### config.mk
export PLATFORM = sky130hd
export DESIGN_NAME = rr_grant_mux
export DESIGN_NICKNAME = d
export VERILOG_FILES = /design/src/rtl/rr_grant_mux_pkg.sv /design/src/rtl/onehot_to_bin.sv /design/src/rtl/rr_grant_mux.sv
export SDC_FILE = /design/constraint.sdc
export NUM_CORES = 1
export LEC_CHECK = 0
export CAP_MARGIN = 20
export CORE_AREA = 5 5 127 129
export CTS_BUF_LIST = sky130_fd_sc_hd__clkbuf_8
export CTS_CLUSTER_SIZE = 16
export DETAILED_ROUTE_END_ITERATION = 16
export DIE_AREA = 0 0 132 134
export HOLD_SLACK_MARGIN = 0.15
export PLACE_DENSITY = 0.69
export SLEW_MARGIN = 5
export SYNTH_ARGS = -nofsm -noshare
export SYNTH_HDL_FRONTEND = slang
export SYNTH_HIERARCHICAL = 1
export SYNTH_SLANG_ARGS = --single-unit
### constraint.sdc
create_clock -name clk -period 3.8 [get_ports clk]
set_clock_uncertainty 0.2 [all_clocks]
set_input_delay 0.76 -clock clk [delete_from_list [all_inputs] [get_ports clk]]
set_output_delay 0.76 -clock clk [all_outputs]
set_load 0.02 [all_outputs]
### src/rtl/rr_grant_mux_pkg.sv
// Shared types and helpers for the round-robin grant mux.
package rr_grant_mux_pkg;

    // Widest source count the onehot helper supports; callers size-cast the result.
    localparam int ONEHOT_MAX = 64;

    typedef enum logic {
        IDLE = 1'b0,
        LOCK = 1'b1
    } state_t;

    // One-hot vector with bit idx set; callers cast down to their own width.
    function automatic logic [ONEHOT_MAX-1:0] onehot(input int unsigned idx);
        return ONEHOT_MAX'(1) << idx;
    endfunction

endpackage

### src/rtl/onehot_to_bin.sv
// Lowest-set-bit encoder: binary index of the lowest set bit plus an any-set flag.
module onehot_to_bin #(
    parameter  int N  = 8,
    localparam int SW = (N > 1) ? $clog2(N) : 1
) (
    input  logic [N-1:0]  vec,
    output logic [SW-1:0] idx,
    output logic          any
);

    // Scan from the top down so the lowest set bit is the last one written.
    always_comb begin
        idx = '0;
        for (int i = N - 1; i >= 0; i--) begin
            if (vec[i]) begin
                idx = SW'(i);
            end
        end
    end

    assign any = |vec;

endmodule

### src/rtl/rr_grant_mux.sv
// Packet-level grant mux behind an external round-robin arbiter: steers the
// arbiter's request so grants only move between packets and when the output
// register can take a beat, then registers the winning beat.
module rr_grant_mux
    import rr_grant_mux_pkg::*;
#(
    parameter  int N  = 8,
    parameter  int DW = 32,
    localparam int SW = (N > 1) ? $clog2(N) : 1
) (
    input  logic          clk,
    input  logic          rst_n,
    input  logic [N-1:0]  in_valid,
    input  logic [DW-1:0] in_data [N],
    input  logic [N-1:0]  in_last,
    output logic [N-1:0]  in_ready,
    output logic [N-1:0]  arb_req,
    input  logic [N-1:0]  arb_gnt,
    output logic          out_valid,
    output logic [DW-1:0] out_data,
    output logic          out_last,
    output logic [SW-1:0] out_src,
    input  logic          out_ready
);

    state_t        state_reg, state_next;
    logic [SW-1:0] lock_src_reg, lock_src_next;
    logic [SW-1:0] last_src_reg, last_src_next;
    logic          out_valid_reg, out_valid_next;
    logic [DW-1:0] out_data_reg, out_data_next;
    logic          out_last_reg, out_last_next;
    logic [SW-1:0] out_src_reg, out_src_next;

    logic          can_accept;
    logic [N-1:0]  lock_onehot;
    logic [N-1:0]  last_onehot;
    logic [N-1:0]  w_onehot;
    logic [N-1:0]  sel_mask;
    logic [SW-1:0] w;
    logic          gnt_any;
    logic          capture;

    // A non-one-hot grant resolves to its lowest set bit.
    onehot_to_bin #(.N(N)) u_gnt_enc (
        .vec (arb_gnt),
        .idx (w),
        .any (gnt_any)
    );

    assign can_accept  = !out_valid_reg || out_ready;
    assign lock_onehot = N'(onehot(32'(lock_src_reg)));
    assign last_onehot = N'(onehot(32'(last_src_reg)));
    assign w_onehot    = N'(onehot(32'(w)));
    assign sel_mask    = (state_reg == LOCK) ? lock_onehot : {N{1'b1}};
    assign capture     = can_accept && gnt_any && in_valid[w] && sel_mask[w];

    // Request steering: pin the arbiter to the packet owner while locked, and to
    // the previous winner while stalled, so its pointer only moves on a real capture.
    always_comb begin
        arb_req = '0;
        if (state_reg == LOCK) begin
            arb_req = lock_onehot;
        end else if (can_accept) begin
            arb_req = in_valid;
        end else begin
            arb_req = last_onehot;
        end
    end

    assign in_ready = capture ? w_onehot : '0;

    // Next-state: load the granted beat on capture, otherwise drain on out_ready.
    always_comb begin
        state_next     = state_reg;
        lock_src_next  = lock_src_reg;
        last_src_next  = last_src_reg;
        out_valid_next = out_valid_reg;
        out_data_next  = out_data_reg;
        out_last_next  = out_last_reg;
        out_src_next   = out_src_reg;
        if (capture) begin
            out_valid_next = 1'b1;
            out_data_next  = in_data[w];
            out_last_next  = in_last[w];
            out_src_next   = w;
            last_src_next  = w;
            if (state_reg == IDLE && !in_last[w]) begin
                state_next    = LOCK;
                lock_src_next = w;
            end else if (state_reg == LOCK && in_last[w]) begin
                state_next = IDLE;
            end
        end else if (out_ready) begin
            out_valid_next = 1'b0;
        end
    end

    // State and output registers; reset drops any beat in flight.
    always_ff @(posedge clk or negedge rst_n) begin
        if (!rst_n) begin
            state_reg     <= IDLE;
            lock_src_reg  <= '0;
            last_src_reg  <= SW'(N - 1);
            out_valid_reg <= 1'b0;
            out_data_reg  <= '0;
            out_last_reg  <= 1'b0;
            out_src_reg   <= '0;
        end else begin
            state_reg     <= state_next;
            lock_src_reg  <= lock_src_next;
            last_src_reg  <= last_src_next;
            out_valid_reg <= out_valid_next;
            out_data_reg  <= out_data_next;
            out_last_reg  <= out_last_next;
            out_src_reg   <= out_src_next;
        end
    end

    assign out_valid = out_valid_reg;
    assign out_data  = out_data_reg;
    assign out_last  = out_last_reg;
    assign out_src   = out_src_reg;

`ifndef SYNTHESIS
    a_in_ready_onehot0: assert property (@(posedge clk) disable iff (!rst_n)
        $onehot0(in_ready));
    a_gnt_onehot0: assert property (@(posedge clk) disable iff (!rst_n)
        $onehot0(arb_gnt));
    a_stall_stable: assert property (@(posedge clk) disable iff (!rst_n)
        (out_valid && !out_ready) |=> ($stable(out_valid) && $stable(out_data)
                                       && $stable(out_last) && $stable(out_src)));
    a_lock_src: assert property (@(posedge clk) disable iff (!rst_n)
        (state_reg == LOCK && capture) |-> (w == lock_src_reg));
`endif

endmodule

### Yosys cells after proc, flatten, opt, wreduce, memory -nomap -nowiden

Cells that the tools add are included.

| storage, ports and cells | value |
|---|---|
| register bits | 44 |
| bits of input ports | 283 |
| output and inout port bits | 53 |
| logic and storage cells | 52 |

| cells by class | value |
|---|---|
| $lt $le $gt $ge | 2 |
| shift operators | 3 |
| muxes and demuxes | 25 |
| bitwise logic cells | 2 |
| reduce and logical (&&, ||, !) cells | 13 |

Operators by type and width:

| operator | number |
|---|---|
| 32-bit binary-select mux with 3-bit select | 1 |
| 32-bit two-way mux | 2 |
| 8-bit two-way mux | 4 |
| 3-bit two-way mux | 8 |
| 1-bit by 3-bit << shifter with 8-bit output (first input constant) | 3 |
| 1-bit binary-select mux with 3-bit select | 3 |
| 8-bit OR reduction | 1 |
| 1-bit two-way mux | 7 |
| 1-bit logical AND | 5 |
| 4-bit >= comparator (second input constant) | 1 |
| 3-bit by 4-bit < comparator with 1-bit output (second input constant) | 1 |
| 3-bit inverter with 4-bit output | 1 |
| 2-bit AND reduction | 2 |
| 2-bit nonzero test | 2 |
| 1-bit zero test | 2 |
| 1-bit logical OR | 1 |
| 1-bit inverter | 1 |

### Longest topological paths before layout

Gate-level depths: netlist of the first run.

| logic depth | value |
|---|---|
| depth in word-level cells | 14 |
| mapped depth | 12 |
| gate-level depth less buffers | 9 |

### Cells and area by module

The synthesis of the first run kept the hierarchy.

Modules (own cells, without submodules):

| module | times used | cells each | area an instance (µm²) | sequential area each (µm²) |
|---|---|---|---|---|
| rr_grant_mux | 1 | 293 | 4139.0 | 1104.8 |
| onehot_to_bin | 1 | 13 | 81.3 | 0.0 |

### Least setup slack after synthesis of the first run

OpenSTA, ideal clock, no wires.

| timing path | value |
|---|---|
| path kind | input -> register |
| start point | input arb_gnt[4] |
| end point | register lock_src_reg[0] |
| library setup time | 0.125 ns |
| arrival | 3.424 ns |
| required time | 3.475 ns |
| setup slack | 0.051 ns |
| stages | 10 |
| path buffers | 3 |
| cells stage by stage | o41ai_1 buf_2 buf_1 clkbuf_1 mux4_2 mux2i_1 ha_1 inv_1 a21oi_1 mux2_2 |

| on the way | value |
|---|---|
| cells in the longest elaborated chain, start to end | 10 |
| elaborated cells between the ends (all ways) | 18 |
| those cells by class | mux (11); reduce/logical (7) |

Ends and longest elaborated chain:

| element | line | RTL |
|---|---|---|
| start, declared | rr_grant_mux.sv:18 | `input logic [N-1:0] arb_gnt,` |
| 3-bit two-way mux (5 in series) | onehot_to_bin.sv:15 | `if (vec[i]) begin` |
| 1-bit binary-select mux with 3-bit select, on equally long branches | rr_grant_mux.sv:55, rr_grant_mux.sv:87 |  |
| 1-bit two-way mux, on equally long branches | rr_grant_mux.sv:55, rr_grant_mux.sv:87 |  |
| 1-bit logical AND or 1-bit zero test (tied branches) | rr_grant_mux.sv:55, rr_grant_mux.sv:87 |  |
| 1-bit logical AND, on equally long branches | rr_grant_mux.sv:55, rr_grant_mux.sv:87 |  |
| 2-bit AND reduction (no line) | n/a |  |
| end signal, assigned | rr_grant_mux.sv:110 | `lock_src_reg <= lock_src_next;` |
| end, declared | rr_grant_mux.sv:27 | `logic [SW-1:0] lock_src_reg, lock_src_next;` |

Parallel ways exist; a longest one is shown, timed or not. The select of a mux whose other input is x is not followed.
A chain may end at the register's enable or synchronous reset.

### Worst setup path after layout of the first run

| timing path | value |
|---|---|
| start point | input arb_gnt[3] |
| end point | output in_ready[0] |

| on the way | value |
|---|---|
| cells in the longest elaborated chain, start to end | 9 |
| elaborated cells between the ends (all ways) | 14 |
| those cells by class | shift (1); mux (9); reduce/logical (4) |

Ends and longest elaborated chain:

| element | line | RTL |
|---|---|---|
| 3-bit two-way mux (*) (4 in series) | onehot_to_bin.sv:15 |  |
| via w[0] | rr_grant_mux.sv:39 | `logic [SW-1:0] w;` |
| 1-bit binary-select mux with 3-bit select | rr_grant_mux.sv:55 | `assign capture = can_accept && gnt_any && in_valid[w] && sel_mask[w];` |
| 1-bit two-way mux (not written as such) | rr_grant_mux.sv:55 |  |
| 1-bit logical AND (2 in series) | rr_grant_mux.sv:55 |  |
| 8-bit two-way mux (*) | rr_grant_mux.sv:70 | `assign in_ready = capture ? w_onehot : '0;` |
| end, declared | rr_grant_mux.sv:16 | `output logic [N-1:0] in_ready,` |

The timed path passes the listed nets; every way through them passes the cells marked *. The select of a mux whose other input is x is not followed.

==> results.toml, run 1 <==
[die]
rows = 45
pin_count = 336
die_h_microns = 134
dieArea_sq_mm = 0.0177
initial_core_util = 0.283
core-area_sq_mm = 0.0149
die_x_microns = 132

[final_layout]
final-seq-area_sq_mm = 0.00110
final_area_sq_mm = 0.00807
num_antenna_cells = 0
fin_util = 0.541
finalNetCount = 928
final.fill_count = 1259
largest_reg_flops = 32
drive_gt1_frac = 0.312
areaGrowthSynthToFinish_pct = 91.2
multiInputGateArea_sq_mm = 0.00299

[clock_network]
clock_path_buffers = 2
numCtsBuffers = 5
clockRootBuffer = "clkbuf_8"
cts_tree = "yes"
clkTransAtPathRegs_ps = 100
cts_max_level = 2
worstSkewPairLatency_ps = 300
cts.sinks = 44

[critical_path]
cp.depth = 10
crit_path_frequent_cell = "buf_4"
cpPeakStageDelay_ps = 390
critPathRequiredTime_ps = 2840
worstSetupPathType = "primary input to primary output"
startpoint_type = "primary input"
critPathArrivalTime_ps = 2720
crit_chain = "dlygate4sd2_1, nor2b_1, o21bai_2, o41ai_2, buf_4, mux4_2, nand4b_1, a311o_2, nor3_2, buf_4"
cp_top_family = "compound AO/OA/AOI/OAI gates"
reg2regPathDepth = 8
critical_path.slowest_cell = "a311o_2"
path_buf_inv = 3
crit_fanout = 5
end_kind = "primary output"

[drt]
ant_nets = 0
via_count = 4287
drc = 0
viasPerCell = 5.15
drt-total-wl_mm = 18.3
drt-initial-drc-count = 250
wl_per_cell_microns = 21.9
drtPass1Iterations = 4

[min_path]
hold_path_class = "primary input to asynchronous set/reset pin"

[yosys]
ys_seq_elements = 44
synth_area_sq_mm = 0.00422
ys_warn_count = 6
syn_avg_cell_area_sq_um = 13.8
synthDominantCellAreaShare = 0.363
synth_common_cells = "68 x mux4_2, 50 x mux2_2, 41 x dfrtp_1, 20 x mux2_4, 15 x clkbuf_1"
ys_types = 39
synthMostInstantiatedCell = "mux4_2"
netlist_instances = 306
synthTopCellsByArea = "mux4_2 36%, dfrtp_1 24%, mux2_2 13%"
ys_dominant_reg_cell = "dfrtp_1"
synth_edf_count = 0
synth_seq_area_share = 0.262
async_flop_share = 1.00
yosys.area.top_type = "mux4_2"
synth_nets = 590

[timing]
final-setup-viol-count = 0
max_freq_ghz = 0.272
layout_worst_path_cycle_share = 0.969
slew-limit-headroom = 0.573
holdWs_ps = 188
fin_setup_tns_ps = 0
tightest_slew_ps = 640
drv_slew = 0
period_needed_ps = 3680
hold_violations = 0
rsz0062_at_grt = "false"

[global_route]
grt_pass1_wl_mm = 28.1
grt_overflow = 0
antenna_found_initial = 0
track_usage = 0.200
grt_pass1_vias = 4936
grt_max_degree = 45

[power_and_ir_drop]
switching_share = 0.351
p_seq_frac = 0.253
pwr-share-comb = 0.601
leakage_nw = 3.06
p_int_mw = 2.26
vdd_drop_max_mv = 0.199
power.density_mw_per_mm2 = 432
power_frac_clock = 0.146
p_switching_mw = 1.22

[placed_design]
place_hpwl_mm = 15.3
io_buffer_count = 335
gp_congestion = 0.883
placed_cell_area_sq_mm = 0.00784

[flow_run]
maxCapViolCount = 0

[status]
status = "finished clean"
==> what timing repair did <==
| action | 4_1_cts | 5_1_grt |
|---|---|---|
| pin swaps | 7 | 2 |
| endpoints found under the setup margin | 10 | 10 |
| hold buffers | 0 | 0 |
| setup buffers | 5 | 0 |
| gates cloned | 1 | 0 |
| resized for setup | 49 | 7 |
==> power groups by stage <==
stage	sequential [mW]	clock [mW]	combinational [mW]
finish	0.880	0.509	2.10
detailed placement	0.885	0	2.11
global placement	0.876	0	2.09
floorplan	1.07	0	0.889
global route	0.916	0.542	2.21
CTS	0.880	0.525	2.12
==> worst reg2reg max path, cell delays in order, from the launching register on <==
cell and delay (ps):
dfrtp_1 520, or3_1 420, a21o_1 190, a311o_2 420, buf_4 150, buf_4 140
and2_4 190, buf_12 160, mux2_4 310
==> per-layer routing <==
layer  vias up  global-route usage  routed length [microns]
li1       1916                   -                        -
met1      2127               0.236                     6840
met2       214               0.366                     9740
met3        30              0.0439                     1230
met4         0              0.0537                      477
met5         -                   0                        0
==> through the flow <==
step | worst slack (ps) | power [mW] | std cells
global placement | -492 | 2.96 | 818
global route | 23.6 | 3.67 | 833
detailed placement | -573 | 2.99 | 818
finish | 118 | 3.48 | 833
CTS | 33.5 | 3.52 | 832
floorplan | 50.9 | 1.96 | 306
==> final timing paths <==
kind,startpoint,to,slack (ps)
setup / recovery,arb_gnt[3],in_ready[0],120
hold / removal,rst_n,out_data[0],190
setup reg to reg,lock_src_reg[0],out_data[19],1000
hold reg to reg,out_src[2],out_src[2],290
max in group asynchronous,rst_n,last_src_reg[2],2640
min in group clk,out_src[2],out_src[2],290
==> final cells by class <==
type,instances,share of cell area
repair buffers,364,0.442
multi-input cells,225,0.371
flip-flops and latches,44,0.137
well taps,188,0.0291
clock inverters,3,0.0112
clock buffers,5,0.00853
inverters,4,0.00186
==> logic make-up after synthesis <==
| kind of cell | count (synthesis) | synth area share |
|---|---|---|
| xor+xnor | 3 | 0.00623 |
| fa+ha+maj | 1 | 0.00296 |
| simple gates | 52 | 0.0655 |
| flops | 44 | 0.262 |
| mux | 141 | 0.575 |
| buf+inv | 38 | 0.0457 |
| compound gates | 27 | 0.0433 |
==> cell usage in the layout, fill, tap and decap left out, types with 2 or more instances in the layout <==
master	synthesis	final
mux2i_1	3	3
nand3_1	3	3
xnor2_1	3	2
dlygate4sd2_1	0	7
dfrtp_1	41	41
a22oi_1	4	4
nand2_1	10	10
inv_1	4	4
nor4_1	2	2
mux2_2	50	50
nor3_1	6	5
a21oi_1	7	6
buf_2	10	8
buf_4	0	26
mux4_2	68	68
nand2b_1	9	9
clkdlybuf4s50_1	0	317
nor2_2	0	2
bufinv_16	0	3
buf_12	0	3
clkbuf_8	0	5
a21o_1	2	2
dfstp_2	3	3
mux2_4	20	20
o32ai_1	2	2
nor2_1	13	11
o22ai_1	6	6
No activity file was read; power rests on OpenSTA's default activity.
==> run 2: changes to the inputs <==
- PLACE_DENSITY: 0.69 -> 0.77
- SKIP_CTS_REPAIR_TIMING: unset -> 1
- TNS_END_PERCENT: unset -> 5
==> results.toml, run 2 (synthesis gave the netlist of run 1 again) <==
[clock_network]
numCtsBuffers = 5
clock_path_buffers = 2
worstSkewPairLatency_ps = 290
cts.sinks = 44
clkTransAtPathRegs_ps = 90
cts_tree = "yes"
clockRootBuffer = "clkbuf_8"
cts_max_level = 2

[timing]
layout_worst_path_cycle_share = 0.973
period_needed_ps = 3700
drv_slew = 0
max_freq_ghz = 0.270
final-setup-viol-count = 0
hold_violations = 0
slew-limit-headroom = 0.554
tightest_slew_ps = 669
holdWs_ps = 247

[global_route]
grt_pass1_vias = 4742
grt_pass1_wl_mm = 26.7
antenna_found_initial = 1
grt_max_degree = 45
track_usage = 0.192
grt_overflow = 0

[placed_design]
place_hpwl_mm = 15.2
io_buffer_count = 335
gp_congestion = 0.918
placed_cells = 821

[drt]
drt-total-wl_mm = 18.0
via_count = 4246
ant_nets = 0
wl_per_cell_microns = 21.4
drt-initial-drc-count = 166
met3_wirelength_mm = 1.28
drc = 0
top_layer_used = "met4"
drtPass1Iterations = 4
wl_met2_mm = 9.72
viasPerCell = 5.05
met1_length_mm = 6.58

[final_layout]
drive_gt1_frac = 0.313
layout_common_cells = "318 x clkdlybuf4s50_1, 68 x mux4_2, 50 x mux2_2"
layout_commonest_cell = "clkdlybuf4s50_1"
finalNetCount = 934
largest_reg_flops = 32
areaGrowthSynthToFinish_pct = 91.4
fin_cells = 840

[critical_path]
crit_fanout = 3
critPathArrivalTime_ps = 2740
end_kind = "primary output"
critPathRequiredTime_ps = 2840
startpoint_type = "primary input"
worstSetupPathType = "primary input to primary output"

[flow_run]
maxCapViolCount = 0

[min_path]
hold_path_class = "primary input to asynchronous set/reset pin"

[status]
status = "finished clean"

[die]
dieArea_sq_mm = 0.0177
initial_core_util = 0.283
die_h_microns = 134
rows = 45
die_x_microns = 132
core-area_sq_mm = 0.0149
pin_count = 336

[power_and_ir_drop]
vdd_drop_max_mv = 0.166
power_mw = 3.33
power.density_mw_per_mm2 = 413
leakage_nw = 3.13
==> run 2: worst paths after layout <==
path                                      start  slack, ps  cells after the start         endpoint
min in group clk                     out_src[2]        290                      2       out_src[2]
worst max-delay path                 arb_gnt[6]        100                     12      in_ready[7]
worst max register to register  lock_src_reg[0]       1090                      7     out_data[30]
worst min-delay path                      rst_n        250                      1      out_data[3]
worst min register to register       out_src[2]        290                      2       out_src[2]
max in group asynchronous                 rst_n       2560                      2  last_src_reg[1]
==> run 2: final cells by class <==
type                            count  area, sq um
Antenna cell                        1         2.50
Clock buffer                        5         68.8
Clock inverter                      3         38.8
Fill cell                        1262         6840
Inverter                            4         15.0
Multi-Input combinational cell    225         2980
Sequential cell                    44         1100
Tap cell                          188          235
Timing Repair Buffer              370         3630
==> run 2: report_power, final <==
group          switching [mW]  internal (mW)
registers               0.182          0.700
logic                   0.855           1.24
clock network           0.164          0.193
==> run 2: critical path, stage by stage <==
cell and delay [ps]:
clkbuf_2 110, inv_2 50, a21oi_2 40, o41ai_2 340
buf_4 180, buf_4 120, mux4_2 490, nand4_1 120
a21o_1 150, buf_4 140, nor2_1 40, dlymetal6s2s_1 200
==> run 2: metal layers <==
metal,global-route usage,vias to the layer above
met4,0.0531,0
li1,-,1931
met1,0.218,2105
met3,0.0488,23
met2,0.355,187
met5,0,-
==> run 2: per-stage QoR <==
| stage | utilization | worst slack, ps | instance area [sq um] | TNS, ps |
|---|---|---|---|---|
| final | 0.541 | 102 | 8080 | 0 |
| after detailed placement | 0.527 | -647 | 7870 | -11030 |
| after floorplan | - | 50.9 | 4220 | 0 |
| after global routing | 0.541 | -4.49 | 8080 | -4.49 |
| after global placement | 0.527 | -495 | 7870 | -7610 |
| after CTS | 0.534 | -653 | 7970 | -4540 |
